===== src/rtl/instr_fetch_unit.sv =====
// Instruction fetch front end: PC generation, fixed-latency (1-cycle) instruction memory
// requests, and a 2-entry return queue presented to decode over a valid/ready handshake.
// Taken-branch redirects flush queued entries and drop the in-flight response.
module instr_fetch_unit #(
  parameter int unsigned       ADDR_W   = 32,
  parameter logic [ADDR_W-1:0] RESET_PC = '0
) (
  input  logic              clk,
  input  logic              rst_n,
  output logic              imem_req,
  output logic [ADDR_W-1:0] imem_addr,
  input  logic [31:0]       imem_rdata,
  output logic              if_valid,
  output logic [31:0]       if_instr,
  output logic [ADDR_W-1:0] if_pc_plus4,
  input  logic              if_ready,
  input  logic              br_taken,
  input  logic [ADDR_W-1:0] br_target
);

  logic                   run_q;
  logic [ADDR_W-1:0]      pc_q;
  logic                   inflight_q;
  logic [1:0]             count_q;
  logic                   wptr_q;
  logic                   rptr_q;
  logic [1:0][31:0]       instr_q;
  logic [1:0][ADDR_W-1:0] pcp4_q;

  logic              pop;
  logic              push;
  logic [2:0]        occupancy;
  logic [ADDR_W-1:0] target;

  // Handshake, request throttle and head-of-queue presentation.
  always_comb begin
    if_valid    = (count_q != 2'd0);
    pop         = if_valid & if_ready;
    // A response landing in a redirect cycle belongs to the old path and is dropped.
    push        = inflight_q & ~br_taken;
    // Entries held plus the one in flight, less the one leaving now, must leave a free slot.
    occupancy   = {1'b0, count_q} + {2'b00, inflight_q} - {2'b00, pop};
    imem_req    = run_q & ~br_taken & (occupancy < 3'd2);
    imem_addr   = pc_q;
    target      = br_target & ~(ADDR_W'(3));
    if_instr    = if_valid ? instr_q[rptr_q] : 32'h0;
    if_pc_plus4 = if_valid ? pcp4_q[rptr_q] : '0;
  end

  // PC, in-flight tracking and queue state; a redirect wins over everything else.
  always_ff @(posedge clk or negedge rst_n) begin
    if (!rst_n) begin
      run_q      <= 1'b0;
      pc_q       <= RESET_PC;
      inflight_q <= 1'b0;
      count_q    <= 2'd0;
      wptr_q     <= 1'b0;
      rptr_q     <= 1'b0;
      instr_q    <= '0;
      pcp4_q     <= '0;
    end else begin
      run_q      <= 1'b1;
      inflight_q <= imem_req;
      if (br_taken) begin
        pc_q <= target;
      end else if (imem_req) begin
        pc_q <= pc_q + ADDR_W'(4);
      end
      if (br_taken) begin
        count_q <= 2'd0;
        wptr_q  <= 1'b0;
        rptr_q  <= 1'b0;
      end else begin
        if (push) begin
          instr_q[wptr_q] <= imem_rdata;
          // No request is issued in a redirect cycle, so in the response cycle pc_q is
          // exactly the requested address + 4.
          pcp4_q[wptr_q]  <= pc_q;
          wptr_q          <= ~wptr_q;
        end
        if (pop) begin
          rptr_q <= ~rptr_q;
        end
        count_q <= count_q + {1'b0, push} - {1'b0, pop};
      end
    end
  end

  // The request throttle must keep the two-entry queue from ever overflowing.
  queue_no_overflow: assert property (@(posedge clk) disable iff (!rst_n)
    !(push && !pop && (count_q == 2'd2)));

endmodule


===== config.mk =====
export PLATFORM = sky130hd
export DESIGN_NAME = instr_fetch_unit
export DESIGN_NICKNAME = d
export VERILOG_FILES = /design/src/rtl/instr_fetch_unit.sv
export SDC_FILE = /design/constraint.sdc
export NUM_CORES = 1
export LEC_CHECK = 0
export BUFFER_PORTS_ARGS = -buffer_cell sky130_fd_sc_hd__buf_2
export CORE_ASPECT_RATIO = 2
export CORE_MARGIN = 4
export CORE_UTILIZATION = 50
export CTS_CLUSTER_DIAMETER = 120
export CTS_CLUSTER_SIZE = 16
export DETAILED_ROUTE_END_ITERATION = 10
export PLACE_DENSITY = 0.85
export SYNTH_ARGS = -nofsm -noshare
export SYNTH_HDL_FRONTEND = slang
export SYNTH_SLANG_ARGS = --single-unit

===== constraint.sdc =====
create_clock -name clk -period 4.1 [get_ports clk]
set_clock_uncertainty 0.15 [all_clocks]
set_input_delay 0.82 -clock clk [delete_from_list [all_inputs] [get_ports clk]]
set_output_delay 0.82 -clock clk [all_outputs]
set_load 0.05 [all_outputs]

After elaboration in Yosys (flattened, before gate mapping)
Cells that the tools add are included.
{ "classes": {"n_addsub": 5, "n_lt_le_gt_ge": 4, "mux": 17, "bitwise": 7, "reduce_logical": 6} }
{ "op_table": {"columns": ["cell", "count"], "rows": [
  ["$mux W32", 9],
  ["$bwmux W64", 2],
  ["$add A32 B3 Y32 const B", 1],
  ["$demux W32 S1", 1],
  ["$reduce_bool A2 Y1", 4],
  ["$and A1 B1 Y1", 4],
  ["$lt A1 B2 Y1 const B", 2],
  ["$mux W1", 4],
  ["$add A2 B1 Y3", 1],
  ["$lt A3 B2 Y1 const B", 1],
  ["$not A1 Y1", 3],
  ["$sub A3 B1 Y3", 1],
  ["$add A2 B1 Y2", 1],
  ["$mux W2", 1],
  ["$reduce_and A2 Y1", 1],
  ["$sub A2 B1 Y2", 1],
  ["$ge A1 B1 Y1 const B", 1],
  ["$logic_and A1 B1 Y1", 1]
]} }
{ "word_totals": {"regBits": 166, "out_inout_bits": 98, "elab_cells": 49} }

Depth between registers and ports, before layout
Gate-level depths: netlist of run 1.
{ "depth": {"ltp_word": 7, "mapped_depth": 12} }

Worst setup path before layout of run 1
Ideal clock, no wire load.
{ "synth_timing": {"path_kind": "register -> output", "start": "register count_q[1]", "end": "output imem_req", "arrival_time_ns": 3.593, "path_slack_ns": -0.463, "stages_incl_launch_ff": 11, "path_buffers": 1, "path_cell_list": "dfrtp_1 -> nor2_1 -> inv_1 -> and2_1 -> ha_1 -> nand2b_1 -> fa_1 -> nand2_1 -> or2_2 -> clkbuf_1 -> nor2_1"} }
{ "synth_via": {"elab_chain_len": 5, "elab_cells_between_ends": 6, "classes_between": "add/sub (2); order compare (1); bitwise (2); reduce/logical (1)"} }
{ "synth_lines": {"columns": ["item", "line_no", "text"], "rows": [
  ["from (decl)", "24", "logic [1:0] count_q;"],
  ["from (signal assigned)", "84", "count_q <= count_q + {1'b0, push} - {1'b0, pop};"],
  ["$reduce_bool A2 Y1", "37", "if_valid = (count_q != 2'd0);"],
  ["via if_valid", "13", "output logic if_valid,"],
  ["$and A1 B1 Y1", "38", "pop = if_valid & if_ready;"],
  ["$sub A3 B1 Y3", "42", "occupancy = {1'b0, count_q} + {2'b00, inflight_q} - {2'b00, pop};"],
  ["$lt A3 B2 Y1", "43", "imem_req = run_q & ~br_taken & (occupancy < 3'd2);"],
  ["$and A1 B1 Y1", "43", null],
  ["to (decl)", "10", "output logic imem_req,"]
]} }
The timed path passes the listed nets, and every way through them passes these cells.

Final worst setup path of run 1
{ "layout_timing": {"start": "register count_q[1]", "end": "output imem_req"} }
{ "layout_via": {"elab_chain_len": 5, "elab_cells_between_ends": 6, "classes_between": "add/sub (2); order compare (1); bitwise (2); reduce/logical (1)"} }
{ "layout_lines": {"columns": ["item", "line_no"], "rows": [
  ["parallel branches: the longest is 2 deep, another holds $add A2 B1 Y3", null],
  ["$sub A3 B1 Y3 (*)", "42"],
  ["$lt A3 B2 Y1 (*)", "43"],
  ["$and A1 B1 Y1 (*)", "43"]
]} }
Every way passes the cells marked *.

==> flow_summary.ini, run 1 <==
[placement]
io_buffers = 159
preCtsSetupSlack_ns = 0.1411
placed_cells = 973
gp_congestion = 0.8191
dp_hpwl_mm = 12.72

[yosys]
synth-simple-area-share_pct = 11.38
syn_inst = 650
ys_types = 41
synthMuxAreaShare_pct = 26.37
ys.flop_type = dfrtp_1
synthXorXnorAreaFrac_pct = 1.377
synth_area_um2 = 7634
yosys_register_bits = 160
syn_area_per_cell_um2 = 11.74
synth_top_family_by_area = multiplexers
synthArstFlopShare_pct = 100.0
ys_top_cells_by_area = dfrtp_1 (52%), mux2_2 (18%), mux2i_1 (8.5%)
synth_top_cell_by_area = dfrtp_1
synth_fa_ha_area_share_pct = 0.9179
yosys.area.top_type_share_pct = 52.45
synth_compound_area_share_pct = 4.458
ys_warn_count = 0
synth_edf_count = 0
yosysSeqAreaShare_pct = 52.45

[pwr]
switching_share_pct = 39.43
p_clk_share_pct = 24.7
p_int_mw = 4.415
ir_drop_uv = 475.1
power_density_nw_per_um2 = 781.3
p_leak_nw = 4.241
seqPwrFrac_pct = 36.1
p_total_mw = 7.290
combPwrFrac_pct = 39.2
p_switching_mw = 2.874

[clock_tree]
cts_buffer_depth = 2
cts_resized = 2
clk_pin_slew_ns = 0.07
htreeDepth = 4
ctsHoldBuffers = 0
cts_tree = built
clkSinkCount = 160
root_buffer = clkbuf_16
cts_buffers = 17
post_cts.repair.setup_buffers = 0
clock_latency_ns = 0.42

[worst_setup_path]
cp-end-kind = primary output
critPathLaunchType = flip-flop
crit_type = flip-flop to primary output
crit_start = count_q[1]$_DFF_PN0_
cp.required_ns = 3.13
crit_arrival_ns = 2.99
r2r_slack_ns = 0.52
r2r-start = count_q[1]$_DFF_PN0_
critPathMaxFanout = 10

[global_route]
gr-total-overflow = 0
grt_first_pass_wirelength_mm = 30.03
grt_antenna_before_repair = 0
grt_pass1_vias = 6014
track_usage_pct = 22.31
grt_max_degree = 89

[drt]
ant_nets = 0
routed_wl_mm = 18.49
route.detailed.drc = 0
num_vias = 5710
wl_met1_mm = 7.007
met3_length_um = 647
dr.pass1.iters = 4
wl_met2_mm = 10.20
drt_iter0_drc = 251
drt-vias-per-instance = 5.687
top_layer = met4
wl_per_cell_um = 18.42

[timing]
min_period_over_period_pct = 96.48
setup_violations = 0
rsz0062_at_grt = no
fmax_mhz = 252.8
setup_tns_ns = 0
slew_viol_final = 0
relSlewSlack_pct = 33.52
worst_pin_slew_ns = 0.9971
period_minus_slack_ns = 3.956
layout_setup_ws_ns = 0.1443
hold_violations = 0

[cells_and_area]
syn_to_final_growth_pct = 22.23
nFillCells = 1181
final_common_cell = dfrtp_1
mostFrequentLayoutCells = dfrtp_1 (158), buf_2 (157), mux2_2 (121)
drive_gt1_share_pct = 41.29
diodes = 0
nets = 870
fin_cells = 1004

[floorplanning]
initial_core_util_pct = 51.24
io_pins = 166
core_area_um2 = 14900
rows = 63
die_w_um = 95.37
fp.dieH_um = 182.7
fp.dieArea_um2 = 17430

[worst_hold_path]
hold_class = input pin to asynchronous set/reset pin

[run]
maxCapViolCount = 0

[outcome]
run_status = complete, no violations
-- Yosys cell counts (5+ instances only) --
cell type,count
clkbuf_1,39
nor4_1,5
dfrtp_1,160
inv_1,6
nand4_1,12
a31oi_1,16
o31ai_1,13
mux2_2,121
mux2i_1,65
and4_1,5
or4_1,16
o21ai_0,14
nand3_1,11
xnor2_1,8
nor2_1,86
nand2_1,24
-- critical path, stage by stage (launching register included) --
cell	delay [ns]
dfrtp_2	0.47
nor2_4	0.13
inv_2	0.04
and2_1	0.19
ha_1	0.27
nand2b_1	0.16
fa_1	0.42
xor2_2	0.25
or2_2	0.34
nor2_4	0.12
buf_6	0.17
-- cell families (layout without fill, tap and decap cells) --
family                   count (synthesis)  in the layout
AO/OA/AOI/OAI                           52             52
AND/OR/NAND/NOR                        179            179
XOR/XNOR                                12             12
multiplexers                           186            186
adder cells (fa/ha/maj)                  5              5
other                                    2              5
flip-flops                             160            160
buffers and inverters                   54            210
-- registers in the layout, indices dropped and copies added, names as in the netlist --
register,flops
instr_q,64
pcp4_q,60
imem_addr,30
count_q,2
inflight_q,1
rptr_q,1
run_q,1
wptr_q,1
-- power groups by stage --
| stage | combinational [mW] | sequential, mW | clock (mW) |
|---|---|---|---|
| 2_1_floorplan | 2.18 | 2.60 | 0 |
| 3_3_place_gp | 2.81 | 2.61 | 0 |
| 3_5_place_dp | 2.86 | 2.66 | 0 |
| 4_1_cts | 2.88 | 2.63 | 1.84 |
| 5_1_grt | 3.07 | 2.71 | 1.90 |
| 6_report | 2.85 | 2.63 | 1.80 |
-- final cells by class --
| class | count | area (um2) | share of cell area (%) |
|---|---|---|---|
| Multi-Input combinational cell | 439 | 3458 | 37.07 |
| Clock buffer | 19 | 442.9 | 4.747 |
| Tap cell | 195 | 244.0 | 2.615 |
| Sequential cell | 160 | 4009 | 42.97 |
| Timing Repair Buffer | 172 | 918.4 | 9.843 |
| Inverter | 7 | 26.28 | 0.2816 |
| Clock inverter | 12 | 231.5 | 2.481 |
-- metrics by stage --
stage | utilization (%) | cell area (um2) | hold slack (ns)
after floorplan | - | 7652 | 0.2996
after global placement | 58.00 | 8641 | 0.3134
after detailed placement | 58.00 | 8641 | 0.3222
after CTS | 62.59 | 9325 | 0.3369
after global routing | 62.63 | 9330 | 0.3640
final | 62.63 | 9330 | 0.3250
-- worst paths after layout --
path,end,depth (start not counted)
setup / recovery,imem_req,10
hold / removal,pcp4_q[8]$_DFFE_PN0P_,1
setup reg to reg,imem_addr[31]$_DFFE_PN0P_,10
hold reg to reg,pcp4_q[48]$_DFFE_PN0P_,2
max in group asynchronous,pcp4_q[49]$_DFFE_PN0P_,2
min in group clk,pcp4_q[48]$_DFFE_PN0P_,2
-- metal layers --
| layer | global-route usage [%] | up-vias |
|---|---|---|
| met5 | 0 | - |
| met4 | 11.06 | 0 |
| met3 | 3.120 | 36 |
| met2 | 40.52 | 148 |
| met1 | 24.79 | 2909 |
| li1 | - | 2617 |
Note: power is estimated with default switching activity, not from simulation.
==> inputs of run 2 (changes only) <==
- PLACE_DENSITY: 0.85 -> 0.74
- SETUP_SLACK_MARGIN: default -> 0.3
- SLEW_MARGIN: default -> 20
==> run 2 against run 1 <==
- combinational power increased by 2%
- clock-buffer cell count increased by 1
- core utilization decreased by 0.25 points
- cell area decreased by 0.40%
- worst hold slack got worse by 0.028 ns
- via count decreased by 1.7%
- sequential share of layout area increased by 0.17 points
- die area unchanged
- final cell count increased by 0.40%
- register-to-register slack improved by 0.03 ns
- first-iteration DRC count decreased by 25%
- global-route usage increased by 0.33 points
==> flow_summary.ini, run 2 (same netlist as run 1, synthesis figures left out) <==
[cells_and_area]
final_util_pct = 62.38
nFillCells = 1157
fin_cells = 1008
diodes = 0
final_common_cell = dfrtp_1
syn_to_final_growth_pct = 21.73
nets = 874
largest_reg_flops = 64
multiInputGateArea_um2 = 3456
top_register = instr_q
mostFrequentLayoutCells = dfrtp_1 (158), buf_2 (157), mux2_2 (121)
drive_gt1_share_pct = 41.57
regArea_um2 = 4009

[worst_setup_path]
critPathMaxFanout = 3
crit_family = simple AND/OR/NAND/NOR gates
cpMostUsedCell = nor2_4
ff2ff_path_depth = 11
critPathLaunchType = flip-flop
cp.required_ns = 3.13
path_cells = nor2_4, inv_4, and2_4, ha_1, nand2b_1, fa_1, nand2_1, or2_4, nor2_4, buf_8
cp-end-kind = primary output
crit_buf_inv = 2
cp_num_cells = 10
crit_type = flip-flop to primary output
slowest_delay_ns = 0.49
crit_arrival_ns = 2.69
crit_path_top_delay_cell = fa_1

[timing]
rsz0062_at_grt = no
holdWs_ns = 0.2971
hold_violations = 0
worst_pin_slew_ns = 0.7662
fmax_mhz = 273.3
relSlewSlack_pct = 48.92
period_minus_slack_ns = 3.660
setup_tns_ns = 0
setup_violations = 0
min_period_over_period_pct = 89.26
layout_setup_ws_ns = 0.4404
slew_viol_final = 0

[pwr]
ir_drop_uv = 637.7
switching_share_pct = 40.78
p_clk_share_pct = 22.2
seqPwrFrac_pct = 37.0
p_int_mw = 4.218
combPwrFrac_pct = 40.8
power_density_nw_per_um2 = 766.6
p_leak_nw = 4.234
p_switching_mw = 2.905

[global_route]
grt_first_pass_wirelength_mm = 30.43
gr-total-overflow = 0
grt.busiest_layer = met2
use_met2_pct = 41.45
grt_antenna_before_repair = 0
use_met3_pct = 3.818
grt_max_degree = 82
track_usage_pct = 22.64
grt_use_met1_pct = 24.79
grt_pass1_vias = 6067

[drt]
routed_wl_mm = 18.76
drt-vias-per-instance = 5.568
dr.pass1.iters = 4
num_vias = 5613
drt_iter0_drc = 187
route.detailed.drc = 0
wl_per_cell_um = 18.61
ant_nets = 0

[placement]
gp_congestion = 0.7889
io_buffers = 159
preCtsSetupSlack_ns = 0.2169
placed_cells = 973
dp_hpwl_mm = 13.10

[clock_tree]
clock_latency_ns = 0.42
cts_buffers = 17
ctsHoldBuffers = 0
htreeDepth = 4
clkSinkCount = 160
cts_tree = built
root_buffer = clkbuf_16
clk_pin_slew_ns = 0.07
cts_buffer_depth = 2

[outcome]
run_status = complete, no violations

[floorplanning]
initial_core_util_pct = 51.24
fp.dieArea_um2 = 17430
fp.dieH_um = 182.7
io_pins = 166
core_area_um2 = 14900
rows = 63
die_w_um = 95.37

[worst_hold_path]
hold_class = input pin to asynchronous set/reset pin

[run]
maxCapViolCount = 0
run 2: worst reg2reg max path: stages (launching register included):
cell and delay (ns):
dfrtp_1 0.41, nor2_4 0.15, inv_4 0.04, and2_4 0.16, ha_1 0.26, nand2b_1 0.17
fa_1 0.49, nand2_1 0.07, buf_4 0.17, or4b_4 0.67, or4_1 0.55, a31oi_1 0.18
run 2: cell type report:
cell class	count	share of cell area, %
flip-flops and latches	160	43.14
repair buffers	176	10.38
clock inverters	11	1.441
multi-input cells	439	37.19
inverters	7	0.3097
clock buffers	20	4.915
well taps	195	2.626
run 2: worst paths after layout:
path / from / to / slack (ns)
worst min-delay path: rst_n / pcp4_q[26]$_DFFE_PN0P_ / 0.30
worst min register to register: pcp4_q[48]$_DFFE_PN0P_ / pcp4_q[48]$_DFFE_PN0P_ / 0.33
max in group asynchronous: rst_n / instr_q[58]$_DFFE_PN0P_ / 2.59
worst max register to register: count_q[0]$_DFF_PN0_ / imem_addr[21]$_DFFE_PN0P_ / 0.55
min in group clk: pcp4_q[48]$_DFFE_PN0P_ / pcp4_q[48]$_DFFE_PN0P_ / 0.33
worst max-delay path: count_q[0]$_DFF_PN0_ / imem_req / 0.44
run 2: power groups by stage:
stage	Combinational [mW]	Clock (mW)	Sequential, mW
3_5_place_dp	2.89	0	2.67
5_1_grt	3.13	1.69	2.72
6_report	2.91	1.58	2.64
2_1_floorplan	2.19	0	2.60
4_1_cts	2.93	1.62	2.64
3_3_place_gp	2.81	0	2.61
run 2: per-stage QoR:
stage               total power, mW  cell area (um2)
floorplan                     4.790             7664
global placement              5.413             8656
detailed placement            5.560             8656
CTS                           7.189             9283
global route                  7.538             9293
finish                        7.123             9293
run 2: per-layer routing:
| layer | vias to the layer above | wire (um) |
|---|---|---|
| met3 | 39 | 849 |
| li1 | 2627 | - |
| met5 | - | 0 |
| met2 | 148 | 10500 |
| met4 | 0 | 548 |
| met1 | 2799 | 6861 |
run 2: what timing repair did:
action | 4_1_cts | 5_1_grt
setup buffers | 3 | 1
pin swaps | 2 | 1
endpoints found under the setup margin | 1 | 1
resized for setup | 5 | 1
